**src/rtl/branch_resolve_bht_pkg.sv**
```systemverilog
// Shared opcode/rt constants and condition decode for branch resolution.
package branch_resolve_bht_pkg;

  localparam logic [5:0]  OP_REGIMM = 6'b000001;
  localparam logic [5:0]  OP_BEQ    = 6'b000100;
  localparam logic [5:0]  OP_BNE    = 6'b000101;
  localparam logic [5:0]  OP_BLEZ   = 6'b000110;
  localparam logic [5:0]  OP_BGTZ   = 6'b000111;

  localparam logic [4:0]  RT_BLTZ   = 5'b00000;
  localparam logic [4:0]  RT_BGEZ   = 5'b00001;
  localparam logic [4:0]  RT_BLTZAL = 5'b10000;
  localparam logic [4:0]  RT_BGEZAL = 5'b10001;

  localparam logic [31:0] ZERO_WORD = 32'h0000_0000;

  typedef enum logic [2:0] {
    COND_NONE,
    COND_EQ,
    COND_NE,
    COND_LEZ,
    COND_GTZ,
    COND_LTZ,
    COND_GEZ
  } cond_e;

  // Map op/rt to the comparison the branch needs; non-branches give COND_NONE.
  function automatic cond_e decode_cond(input logic [5:0] op, input logic [4:0] rt);
    cond_e c;
    c = COND_NONE;
    case (op)
      OP_BEQ:  c = COND_EQ;
      OP_BNE:  c = COND_NE;
      OP_BLEZ: c = COND_LEZ;
      OP_BGTZ: c = COND_GTZ;
      OP_REGIMM: begin
        case (rt)
          RT_BLTZ, RT_BLTZAL: c = COND_LTZ;
          RT_BGEZ, RT_BGEZAL: c = COND_GEZ;
          default:            c = COND_NONE;
        endcase
      end
      default: c = COND_NONE;
    endcase
    return c;
  endfunction

endpackage

```
**src/rtl/sat_counter2.sv**
```systemverilog
// 2-bit saturating up/down counter, one per predictor table entry.
module sat_counter2 #(
  parameter logic [1:0] INIT = 2'b01
) (
  input  logic       i_clk,
  input  logic       i_rst,
  input  logic       i_en,
  input  logic       i_inc,
  output logic [1:0] o_cnt
);

  logic [1:0] r_cnt;

  // Step toward 3 on taken, toward 0 on not-taken, clamping at the ends.
  always_ff @(posedge i_clk) begin
    if (i_rst) begin
      r_cnt <= INIT;
    end else if (i_en) begin
      if (i_inc) begin
        if (r_cnt != 2'b11) r_cnt <= r_cnt + 2'b01;
      end else begin
        if (r_cnt != 2'b00) r_cnt <= r_cnt - 2'b01;
      end
    end
  end

  assign o_cnt = r_cnt;

endmodule

```
**src/rtl/branch_resolve_bht.sv**
```systemverilog
// ID-stage branch resolution with a direct-mapped 2-bit predictor table,
// registered mispredict/redirect pulse and saturating statistics.
module branch_resolve_bht
  import branch_resolve_bht_pkg::*;
#(
  parameter int         DATA_W   = 32,
  parameter int         PC_W     = 32,
  parameter int         IDX_W    = 6,
  parameter logic [1:0] CNT_INIT = 2'b01,
  parameter int         STAT_W   = 32
) (
  input  logic              clk,
  input  logic              rst,
  input  logic [PC_W-1:0]   f_pc,
  output logic              f_pred_taken,
  input  logic              r_valid,
  input  logic              r_stall,
  input  logic [5:0]        r_op,
  input  logic [4:0]        r_rt,
  input  logic [PC_W-1:0]   r_pc,
  input  logic [DATA_W-1:0] r_src_a,
  input  logic [DATA_W-1:0] r_src_b,
  input  logic              r_pred_taken,
  output logic              r_is_branch,
  output logic              r_taken,
  output logic              mispredict,
  output logic              redirect_taken,
  output logic [STAT_W-1:0] branch_cnt,
  output logic [STAT_W-1:0] mispredict_cnt
);

  localparam int N_ENT = 1 << IDX_W;

  cond_e              w_cond;
  logic               w_a_zero;
  logic               w_a_neg;
  logic               w_res;
  logic               w_mis_cond;
  logic [IDX_W-1:0]   w_f_idx;
  logic [IDX_W-1:0]   w_r_idx;
  logic [1:0]         w_cnt [N_ENT];
  logic [N_ENT-1:0]   w_cnt_lsb_unused;
  logic               w_pc_unused;

  logic               r_mispredict;
  logic               r_redirect_taken;
  logic [STAT_W-1:0]  r_branch_cnt;
  logic [STAT_W-1:0]  r_mispredict_cnt;

  assign w_f_idx = f_pc[IDX_W+1:2];
  assign w_r_idx = r_pc[IDX_W+1:2];
  assign w_pc_unused = ^{f_pc[PC_W-1:IDX_W+2], f_pc[1:0], r_pc[PC_W-1:IDX_W+2], r_pc[1:0]};

  // Decode the branch kind and evaluate its condition on the forwarded operands.
  always_comb begin
    w_cond      = decode_cond(r_op, r_rt);
    w_a_zero    = (r_src_a == '0);
    w_a_neg     = r_src_a[DATA_W-1];
    r_is_branch = (w_cond != COND_NONE);
    r_taken     = 1'b0;
    case (w_cond)
      COND_EQ:  r_taken = (r_src_a == r_src_b);
      COND_NE:  r_taken = (r_src_a != r_src_b);
      COND_LEZ: r_taken = w_a_zero | w_a_neg;
      COND_GTZ: r_taken = ~w_a_zero & ~w_a_neg;
      COND_LTZ: r_taken = w_a_neg;
      COND_GEZ: r_taken = ~w_a_neg;
      default:  r_taken = 1'b0;
    endcase
  end

  assign w_res      = r_valid & ~r_stall & r_is_branch;
  assign w_mis_cond = w_res & (r_taken != r_pred_taken);

  // One counter per entry; only the entry addressed by the resolving PC trains.
  for (genvar gi = 0; gi < N_ENT; gi++) begin : g_entry
    sat_counter2 #(.INIT(CNT_INIT)) u_ctr (
      .i_clk (clk),
      .i_rst (rst),
      .i_en  (w_res && (w_r_idx == IDX_W'(gi))),
      .i_inc (r_taken),
      .o_cnt (w_cnt[gi])
    );
    assign w_cnt_lsb_unused[gi] = w_cnt[gi][0];
  end

  // Reads the pre-update value on a same-index collision; no bypass by design.
  assign f_pred_taken = w_cnt[w_f_idx][1];

  // Mispredict pulse; redirect direction is kept until the next mispredict.
  always_ff @(posedge clk) begin
    if (rst) begin
      r_mispredict     <= 1'b0;
      r_redirect_taken <= 1'b0;
    end else begin
      r_mispredict <= w_mis_cond;
      if (w_mis_cond) r_redirect_taken <= r_taken;
    end
  end

  // Statistics stick at all-ones instead of wrapping.
  always_ff @(posedge clk) begin
    if (rst) begin
      r_branch_cnt     <= '0;
      r_mispredict_cnt <= '0;
    end else begin
      if (w_res && !(&r_branch_cnt))          r_branch_cnt     <= r_branch_cnt + STAT_W'(1);
      if (w_mis_cond && !(&r_mispredict_cnt)) r_mispredict_cnt <= r_mispredict_cnt + STAT_W'(1);
    end
  end

  assign mispredict     = r_mispredict;
  assign redirect_taken = r_redirect_taken;
  assign branch_cnt     = r_branch_cnt;
  assign mispredict_cnt = r_mispredict_cnt;

endmodule
```
**config.mk**
```make
export PLATFORM = sky130hd
export DESIGN_NAME = branch_resolve_bht
export DESIGN_NICKNAME = d
export VERILOG_FILES = /design/src/rtl/branch_resolve_bht_pkg.sv /design/src/rtl/sat_counter2.sv /design/src/rtl/branch_resolve_bht.sv
export SDC_FILE = /design/constraint.sdc
export NUM_CORES = 1
export LEC_CHECK = 0
export BUFFER_PORTS_ARGS = -buffer_cell sky130_fd_sc_hd__buf_2
export CORE_MARGIN = 5
export CORE_UTILIZATION = 30
export CTS_CLUSTER_SIZE = 28
export DETAILED_ROUTE_END_ITERATION = 12
export PLACE_DENSITY = 0.48
export REMOVE_ABC_BUFFERS = 1
export SYNTH_ARGS = -nofsm -noshare
export SYNTH_HDL_FRONTEND = slang
export SYNTH_SLANG_ARGS = --single-unit
```
**constraint.sdc**
```tcl
create_clock -name clk -period 11.2 [get_ports clk]
set_clock_uncertainty 0.2 [all_clocks]
set_input_delay 2.24 -clock clk [delete_from_list [all_inputs] [get_ports clk]]
set_output_delay 2.24 -clock clk [all_outputs]
set_load 0.03 [all_outputs]
```
# After elaboration in Yosys (flattened, before gate mapping)
# Index checks and enable logic that the tools add are counted.
# W data, S select, Z words.
[word_totals]
register_bits = 194
latchBits = 0
ramBits = 0
mem_bits_ro = 0
input_bits = 144
out_inout_bits = 69
word_cells = 882
mem_count = 0
[classes]
add_sub_neg = 130
multipliers = 0
div_mod_pow = 0
n_lt_le_gt_ge = 1
n_eq_ne = 208
n_shift = 0
n_mux = 198
n_bitwise = 9
n_reduce_logical = 268
[op_table]
columns = ["op", "n"]
rows = [
  ["$mux W2", 194],
  ["$reduce_bool A2 Y1", 128],
  ["$eq A6 B6 Y1 const B", 32],
  ["$reduce_and A3 Y1", 64],
  ["$add A2 B1 Y2 const B", 64],
  ["$ne A2 B1 Y1 const B", 64],
  ["$ne A2 B2 Y1 const B", 64],
  ["$sub A2 B1 Y2 const B", 64],
  ["$eq A6 B5 Y1 const B", 16],
  ["$logic_and A1 B1 Y1", 66],
  ["$add A32 B1 Y32 const B", 2],
  ["$reduce_and A32 Y1", 2],
  ["$eq A6 B3 Y1 const B", 8],
  ["$eq A6 B4 Y1 const B", 8],
  ["$eq A32 B32 Y1", 1],
  ["$logic_not A32 Y1", 1],
  ["$ne A32 B32 Y1", 1],
  ["$pmux W3 S5", 1],
  ["$bmux W2 S6", 1],
  ["$eq A6 B1 Y1 const B", 2],
  ["$eq A6 B2 Y1 const B", 2],
  ["$eq A5 B5 Y1 const B", 2],
  ["$eq A3 B3 Y1 const B", 3],
  ["$ge A7 B7 Y1 const B", 1],
  ["15 further kinds", 23],
]

# Logic depth before layout (Yosys ltp)
# Gate-level depths: netlist of run 1.
[depth]
word_depth = 9
depth_mapped = 11

# Cells and area by module
# From an unflattened synthesis of run 1, not the netlist that was laid out.
[hier_totals]
hier_cells = 1378
area_unflattened_um2 = 11875.1
[by_module_without_submodules]
columns = ["mod", "n_inst", "cells_each", "area_each_um2", "seq_area_each_um2"]
rows = [
  ["sat_counter2", 64, 12, 108.9, 40.0],
  ["branch_resolve_bht", 1, 610, 4908.5, 1321.3],
]

# Worst setup path before layout of run 1
# OpenSTA, ideal clock, no wires.
[synth_path]
kind = "in2out"
start = "input port f_pc[2]"
end = "output port f_pred_taken"
t_arrival_ns = 4.712
slack_ns = 4.048
path_stages = 5
path_cell_list = "clkbuf_1 -> buf_1 -> mux4_2 -> mux4_2 -> mux4_2"
[synth_via]
elab_chain_len = 4
[synth_rtl]
columns = ["element", "line", "text"]
rows = [
  ["start: declaration", "branch_resolve_bht.sv:14", "input logic [PC_W-1:0] f_pc,"],
  ["$not A6 Y7 (implied by the code)", "branch_resolve_bht.sv:88", "assign f_pred_taken = w_cnt[w_f_idx][1];"],
  ["$bmux W2 S6", "branch_resolve_bht.sv:88", ""],
  ["$mux W2 (implied by the code) (2 in series)", "branch_resolve_bht.sv:88", ""],
  ["end: declaration", "branch_resolve_bht.sv:15", "output logic f_pred_taken,"],
]
# No other way between the ends. The select of a mux whose other input is x is not followed.

# Final worst setup path of run 1
# Ends and elaborated chain as after synthesis.

==> results of run 1 <==
==> flip-flops by register name, indices dropped and copies added (netlist names) <==
name	flops
branch_cnt	32
mispredict	1
g_entry.u_ctr.o_cnt	128
redirect_taken	1
mispredict_cnt	32
==> through the flow <==
stage | setup WS (ns) | hold WS [ns]
6_report | 4.115 | 0.2569
5_1_grt | 4.010 | 0.2781
4_1_cts | 4.085 | 0.2585
3_5_place_dp | 4.098 | 0.2492
3_3_place_gp | 4.076 | 0.2480
2_1_floorplan | 1.778 | 0.2353
==> critical path, stage by stage <==
cell and delay [ns]:
buf_2 0.54, mux4_2 0.64, mux4_2 0.49, mux4_2 0.51
buf_2 0.20
==> worst paths after layout <==
kind / from / to / slack, ns / depth (start not counted)
worst max-delay path: f_pc[2] / f_pred_taken / 4.12 / 5
worst min-delay path: g_entry[38].u_ctr.o_cnt[0] / g_entry[38].u_ctr.o_cnt[1] / 0.26 / 2
worst max register to register: mispredict_cnt[0] / mispredict_cnt[5] / 8.25 / 9
worst min register to register: g_entry[38].u_ctr.o_cnt[0] / g_entry[38].u_ctr.o_cnt[1] / 0.26 / 2
==> power groups by stage <==
stage	clock (mW)	sequential [mW]	combinational, mW
2_1_floorplan	0	0.721	0.0577
3_3_place_gp	0	0.723	0.113
3_5_place_dp	0	0.723	0.115
4_1_cts	0.664	0.707	0.115
5_1_grt	0.692	0.709	0.125
6_report	0.639	0.707	0.114
==> synthesized netlist by cell type, drive strengths merged, types with 17 or more instances <==
cell,instances,area (µm²)
o21a,21,157.7
nand4,27,168.9
o31ai,24,180.2
a21o,21,157.7
o2111ai,17,148.9
a211o,22,192.7
buf,24,112.6
o211ai,55,412.9
nor2,119,446.7
o22ai,26,162.7
xor2,55,481.7
a21oi,84,420.4
nand3,41,205.2
a31oi,49,306.5
o21ai,115,575.6
mux4,21,473.0
dfxtp,194,3884
nand2,148,555.5
inv,39,146.4
nor3,18,100.1
clkbuf,68,255.2
nor4,21,137.6
==> cell families (layout without fill, tap and decap cells) <==
| logic type | count (synthesis) | count (layout) | share of synthesized area [%] |
|---|---|---|---|
| and+or+nand+nor | 460 | 460 | 20.73 |
| other | 0 | 2 | 0 |
| adders and majority gates | 2 | 2 | 0.2337 |
| DFF | 194 | 194 | 36.28 |
| AOI/OAI and AO/OA | 468 | 468 | 28.04 |
| muxes | 26 | 26 | 4.920 |
| buffers and inverters | 131 | 246 | 4.804 |
| xor gates and xnor gates | 61 | 61 | 4.991 |
==> layer usage <==
metal,GRT usage [%],up-vias,share of wire (%)
met3,3.692,27,6.7
met1,21.32,5050,46
li1,-,5212,-
met5,0,-,0.082
met2,26.84,299,46
met4,4.205,4,1.1
==> area by class of cell <==
| type | count | area share, % |
|---|---|---|
| repair buffers | 175 | 7.377 |
| well taps | 461 | 4.633 |
| inverters | 39 | 1.196 |
| diodes | 2 | 0.04020 |
| clock inverters | 9 | 1.045 |
| flip-flops and latches | 194 | 31.20 |
| multi-input cells | 1017 | 50.75 |
| clock buffers | 23 | 3.759 |
==> cell usage in the layout, fill, tap and decap left out, types with 26 or more instances in the layout <==
cell      synthesis  layout
a21oi_1          84      84
a31oi_1          49      49
buf_2            12     158
dfxtp_1         194     194
inv_1            39      38
nand2_1         148     147
nand3_1          41      41
nand4_1          27      27
nor2_1          119     119
o211ai_1         55      55
o21ai_0         101     101
o22ai_1          26      26
xor2_1           55      55
==> impl_metrics.csv, run 1 <==
group,metric,value,unit
job,drv_cap,0,
worst_setup_path,crit_path_start_kind,"primary input",
synth,ys_seq_elements,194,
global_route,grt_overflow_total,0,
power_and_ir_drop,p_sw_share,24.39,%
worst_setup_path,cp.arrival,4.64,ns
timing,rsz0062_at_grt,"no",
power_and_ir_drop,clkPwrFrac,43.8,%
min_path,hold_path.class,"register to register",
power_and_ir_drop,power_frac_seq,48.5,%
power_and_ir_drop,p_leak,4.574,nW
finish,fin_nets,1590,
placed_design,placed_area,11850,µm²
clock_network,htree_levels,4,
worst_setup_path,setup.worst_path.class,"primary input to primary output",
finish,register_area,3884,µm²
synth,ys_types,55,
drt,viasPerCell,5.517,
die,core,35400,µm²
drt,wl,32950,µm
global_route,grt_pass1_wl,51520,µm
timing,finalHoldViolations,0,
clock_network,cts_tree,"yes",
timing,setup-violations-final,0,
finish,stdcell_area,12450,µm²
synth,yosysWarnings,0,
clock_network,path_clk_slew,0.07,ns
die,die_w,198.9,µm
power_and_ir_drop,p_per_area,117.3,nW/µm²
clock_network,clock_path_buffers,2,
synth,synthFlopType,"dfxtp_1",
worst_setup_path,end_kind,"primary output",
placed_design,io_buffers,159,
power_and_ir_drop,power,1.460,mW
placed_design,hpwl,22560,µm
finish,syn2layout_area_growth,16.29,%
finish,num-fill-cells,3688,
clock_network,clock-root-buffer,"clkbuf_16",
synth,seq_area_frac_synth,36.28,%
power_and_ir_drop,p_int,1.104,mW
synth,syn_inst,1342,
finish,drive_gt1_share,16.68,%
synth,syn_area,10710,µm²
drt,vias,10592,
timing,fin_crit_sh,63.26,%
finish,finalNonFillerCells,1920,
clock_network,cts_sinks,194,
power_and_ir_drop,ir_worst_vdd,0.1037,mV
timing,fmax,0.1411,GHz
timing,tightestPinTransition,1.115,ns
clock_network,cts_hold_buffers,0,
die,placement_rows,69,
global_route,first_global_vias,9688,
timing,timing.slew.headroom,25.64,%
drt,dr.pass1.iters,5,
clock_network,ctsResizeCount,0,
status,status,"finished, final reports clean",
timing,period_minus_slack,7.085,ns
power_and_ir_drop,p_switching,356.1,µW
timing,setup_tns,0,ns
synth,syn_avg_cell_area,7.977,µm²
global_route,antenna_found_initial,4,
clock_network,cts_setup_buffers,0,
placed_design,routabilityCongestion,0.8018,
clock_network,cts-buffers-inserted,17,
worst_setup_path,crit_path_max_fanout,16,
global_route,track_usage,16.17,%
power_and_ir_drop,combPwrFrac,7.8,%
die,initial_utilization,30.24,%
worst_setup_path,cp.required,8.76,ns
synth,synth-edff-count,0,
placed_design,place_inst,1886,
drt,drt_iter0_drc,655,
finish,fin_util,35.17,%
timing,slew_viol_final,0,
global_route,grt_max_degree,119,
die,pin_count,213,
synth,async_flop_share,0,%
finish,multi_input_area,6319,µm²
drt,drcViolationCount,0,
die,fp.dieH,198.9,µm
drt,postRouteAntennaNets,0,
drt,wl_per_cell,17.16,µm
clock_network,clkLatencyLatePin,0.44,ns
die,dieArea,39560,µm²
Note: power is estimated with default switching activity, not from simulation.
==> run 2: changes to the inputs <==
PLACE_DENSITY = 0.49   (was 0.48)
clock period = 6.4 ns   (was 11.2 ns; I/O delays follow)
==> impl_metrics.csv, run 2 (same netlist as run 1, synthesis figures left out) <==
group,metric,value,unit
clock_network,path_clk_slew,0.07,ns
status,status,"finished, final reports clean",
die,placement_rows,69,
placed_design,hpwl,22330,µm
timing,slew_viol_final,0,
job,drv_cap,0,
die,fp.dieH,198.9,µm
global_route,antenna_found_initial,5,
drt,drcViolationCount,0,
worst_setup_path,cp.arrival,3.68,ns
worst_setup_path,crit_path_top_delay_cell,"mux4_2",
timing,tightestPinTransition,1.100,ns
clock_network,ctsResizeCount,0,
worst_setup_path,worstPathCellList,"buf_2, mux4_2, mux4_2, mux4_2, buf_2",
global_route,first_global_vias,9560,
min_path,holdCritStartpoint,"g_entry[6].u_ctr.o_cnt[0]",
finish,syn2layout_area_growth,16.43,%
drt,viasPerCell,5.500,
drt,vias,10565,
die,pin_count,213,
die,die_w,198.9,µm
worst_setup_path,crit_path_max_fanout,16,
worst_setup_path,cp.buffers_inverters,2,
worst_setup_path,worstSetupStartpoint,"f_pc[2]",
timing,layout_setup_ws,1.236,ns
clock_network,cts_hold_buffers,0,
global_route,grt_overflow_total,0,
worst_setup_path,crit_family,"multiplexers",
clock_network,cts-buffers-inserted,17,
worst_setup_path,setup.worst_path.class,"primary input to primary output",
timing,setup_tns,0,ns
worst_setup_path,crit_path_start_kind,"primary input",
clock_network,htree_levels,4,
worst_setup_path,r2r_start,"mispredict_cnt[0]",
worst_setup_path,cp.required,4.92,ns
die,initial_utilization,30.24,%
global_route,grt_pass1_wl,51450,µm
drt,dr.pass1.iters,8,
finish,final_cell_mix,"dfxtp_1 (194), buf_2 (158), nand2_1 (147)",
clock_network,clkLatencyLatePin,0.45,ns
worst_setup_path,slowest_delay,0.65,ns
global_route,grt_max_degree,247,
clock_network,clock_path_buffers,2,
placed_design,routabilityCongestion,0.7870,
worst_setup_path,end_kind,"primary output",
min_path,hold_path.class,"register to register",
drt,wl,32930,µm
finish,fin_nets,1591,
power_and_ir_drop,p_leak,4.583,nW
timing,finalHoldViolations,0,
die,dieArea,39560,µm²
timing,rsz0062_at_grt,"no",
power_and_ir_drop,ir_worst_vdd,0.1847,mV
clock_network,cts_tree,"yes",
worst_setup_path,cp_common_cell,"mux4_2",
timing,fin_crit_sh,80.69,%
global_route,track_usage,16.05,%
finish,largest_reg_flops,128,
timing,fmax,0.1936,GHz
finish,final_common_cell,"dfxtp_1",
clock_network,clock-root-buffer,"clkbuf_16",
timing,timing.slew.headroom,26.64,%
timing,setup-violations-final,0,
drt,wl_per_cell,17.14,µm
finish,drive_gt1_share,16.94,%
placed_design,post-place-ws,1.202,ns
power_and_ir_drop,p_per_area,204.3,nW/µm²
placed_design,io_buffers,159,
drt,drt_iter0_drc,658,
clock_network,cts_setup_buffers,0,
timing,period_minus_slack,5.164,ns
die,core,35400,µm²
clock_network,cts_sinks,194,
drt,postRouteAntennaNets,0,
==> run 2: cell type report <==
class / instances / area, µm²
well taps: 461 / 576.8
clock inverters: 12 / 130.1
fillers: 3716 / 22930
inverters: 39 / 148.9
repair buffers: 176 / 938.4
diodes: 2 / 5.005
flip-flops and latches: 194 / 3884
clock buffers: 20 / 466.7
multi-input cells: 1017 / 6315
==> run 2: path summary, 6_finish.rpt <==
path,endpoint,slack (ns),cells past startpoint
worst max register to register,mispredict_cnt[5],3.36,9
worst min register to register,g_entry[6].u_ctr.o_cnt[1],0.26,2
worst max-delay path,f_pred_taken,1.24,5
worst min-delay path,g_entry[6].u_ctr.o_cnt[1],0.26,2
==> run 2: power breakdown <==
part / internal [mW] / total [mW] / switching [mW] / leakage, nW
clock network: 0.609 / 1.11 / 0.503 / 0.293
logic: 0.0726 / 0.198 / 0.125 / 2.72
registers: 1.22 / 1.24 / 0.0146 / 1.57
==> run 2: worst reg2reg max path, cell delays in order (launching register included) <==
cell and delay (ns):
dfxtp_1 0.42, ha_1 0.21, nand3_1 0.14, nor2_1 0.25
nand3_1 0.17, nor2_1 0.32, nand2_1 0.18, nand2_1 0.58
nor4_1 0.12, mux2_1 0.33
==> run 2: per-layer routing <==
metal,share of wire [%],vias up,global-route usage [%]
met5,0.14,-,0
met4,1.2,6,4.154
met3,6.2,28,3.455
met2,47,273,27.28
met1,46,5034,20.79
li1,-,5224,-
==> run 2: per-stage QoR <==
step | hold slack (ns) | total power [mW] | instances | instance area, µm² | util [%]
2_1_floorplan | 0.2353 | 1.363 | 1250 | 10340 | -
3_3_place_gp | 0.2456 | 1.462 | 1887 | 11860 | 33.51
3_5_place_dp | 0.2468 | 1.465 | 1887 | 11860 | 33.51
4_1_cts | 0.2572 | 2.591 | 1919 | 12460 | 35.20
5_1_grt | 0.2778 | 2.659 | 1921 | 12460 | 35.21
6_report | 0.2572 | 2.546 | 1921 | 12460 | 35.21
==> run 3: changes to the inputs <==
PLACE_DENSITY = 0.48   (was 0.49)
clock period = 5.16 ns   (was 6.4 ns; I/O delays follow)
==> impl_metrics.csv, run 3 (same netlist as run 1, synthesis figures left out) <==
group,metric,value,unit
power_and_ir_drop,ir_worst_vdd,0.2449,mV
drt,drcViolationCount,0,
worst_setup_path,cp.required,3.93,ns
drt,vias,10604,
timing,tightestPinTransition,1.077,ns
drt,wl_per_cell,17.21,µm
timing,layout_setup_ws,0.6086,ns
drt,postRouteAntennaNets,0,
power_and_ir_drop,p_per_area,253.5,nW/µm²
status,status,"finished, final reports clean",
drt,drt_iter0_drc,524,
clock_network,clock_path_buffers,2,
clock_network,htree_levels,4,
power_and_ir_drop,combPwrFrac,7.9,%
worst_setup_path,r2r_cells,8,
min_path,hold_depth,2,
timing,setup_tns,0,ns
worst_setup_path,crit_path_max_fanout,9,
timing,finalHoldViolations,0,
die,initial_utilization,30.24,%
die,pin_count,213,
job,drv_cap,0,
global_route,antenna_found_initial,4,
clock_network,path_clk_slew,0.07,ns
power_and_ir_drop,p_sw_share,26.41,%
clock_network,cts_setup_buffers,0,
drt,dr.pass1.iters,5,
finish,final_cell_mix,"dfxtp_1 (194), buf_2 (158), nand2_1 (147)",
placed_design,post-place-ws,0.6026,ns
clock_network,clkLatencyLatePin,0.45,ns
placed_design,io_buffers,159,
timing,setup-violations-final,0,
finish,stdcell_area,12540,µm²
clock_network,clock-root-buffer,"clkbuf_16",
clock_network,cts_sinks,194,
placed_design,routabilityCongestion,0.8283,
clock_network,cts-buffers-inserted,17,
finish,drive_gt1_share,17.29,%
min_path,hold_path.class,"register to register",
global_route,track_usage,16.18,%
die,dieArea,39560,µm²
timing,fin_crit_sh,88.21,%
finish,num-fill-cells,3734,
power_and_ir_drop,power,3.179,mW
worst_setup_path,setup.worst_path.class,"primary input to primary output",
drt,viasPerCell,5.509,
clock_network,cts_hold_buffers,0,
worst_setup_path,end_kind,"primary output",
global_route,first_global_vias,9887,
global_route,grt_max_degree,122,
placed_design,placed_area,11940,µm²
finish,fin_util,35.43,%
power_and_ir_drop,p_leak,4.605,nW
die,fp.dieH,198.9,µm
die,core,35400,µm²
die,placement_rows,69,
finish,fin_nets,1596,
global_route,grt_pass1_wl,52060,µm
die,die_w,198.9,µm
power_and_ir_drop,clkPwrFrac,43.9,%
power_and_ir_drop,power_frac_seq,48.3,%
power_and_ir_drop,p_switching,839.6,µW
timing,slew_viol_final,0,
timing,timing.slew.headroom,28.22,%
timing,fmax,0.2197,GHz
finish,largest_reg_flops,128,
power_and_ir_drop,p_int,2.340,mW
clock_network,ctsResizeCount,0,
finish,final_common_cell,"dfxtp_1",
worst_setup_path,cp.arrival,3.32,ns
worst_setup_path,crit_path_start_kind,"primary input",
finish,syn2layout_area_growth,17.13,%
placed_design,hpwl,22830,µm
worst_setup_path,rrSetupSlack,2.38,ns
clock_network,cts_tree,"yes",
global_route,grt_overflow_total,0,
timing,rsz0062_at_grt,"no",
drt,wl,33130,µm
timing,period_minus_slack,4.551,ns
[run 3: cell types whose count changed in the layout (fill, tap and decap cells not counted), moves of 2 or more]
cell,change
clkinv_2,-3
clkinvlp_4,+2
buf_4,+2
buf_12,+3
clkbuf_8,-3
inv_6,+3
inv_8,+2
[run 3: worst paths after layout]
kind | from | endpoint
setup reg to reg | branch_cnt[3] | branch_cnt[25]
setup / recovery | f_pc[2] | f_pred_taken
hold / removal | g_entry[40].u_ctr.o_cnt[0] | g_entry[40].u_ctr.o_cnt[1]
hold reg to reg | g_entry[40].u_ctr.o_cnt[0] | g_entry[40].u_ctr.o_cnt[1]
[run 3: metal layers]
layer  global-route usage (%)  vias up  share of wire [%]
met5                        0        -               0.11
met4                    3.951        6                1.3
met3                    3.845       31                6.6
met2                    27.40      260                 46
met1                    20.89     5072                 46
li1                         -     5235                  -
[run 3: final cells by class]
class                           count  area, µm²  area share [%]
Tap cell                          461      576.8           4.600
Timing Repair Buffer              181       1013           8.082
Inverter                           39      148.9           1.187
Multi-Input combinational cell   1017       6319           50.39
Clock inverter                     15      170.2           1.357
Clock buffer                       17      425.4           3.393
Sequential cell                   194       3884           30.97
Antenna cell                        1      2.502         0.01996
[run 3: critical path, stage by stage]
cell	delay, ns
buf_2	0.32
buf_12	0.21
mux4_2	0.56
mux4_2	0.49
mux4_2	0.50
buf_2	0.20
[run 3: power groups by stage]
stage               sequential, mW  clock, mW  combinational, mW
global placement              1.57          0              0.249
CTS                           1.53       1.45              0.253
finish                        1.53       1.39              0.250
floorplan                     1.57          0              0.125
detailed placement            1.57          0              0.253
global route                  1.54       1.50              0.276
[run 3: stage by stage]
stage	hold WS, ns	instances
detailed placement	0.2488	1892
CTS	0.2586	1924
global route	0.2786	1925
global placement	0.2472	1892
finish	0.2588	1925
floorplan	0.2353	1250
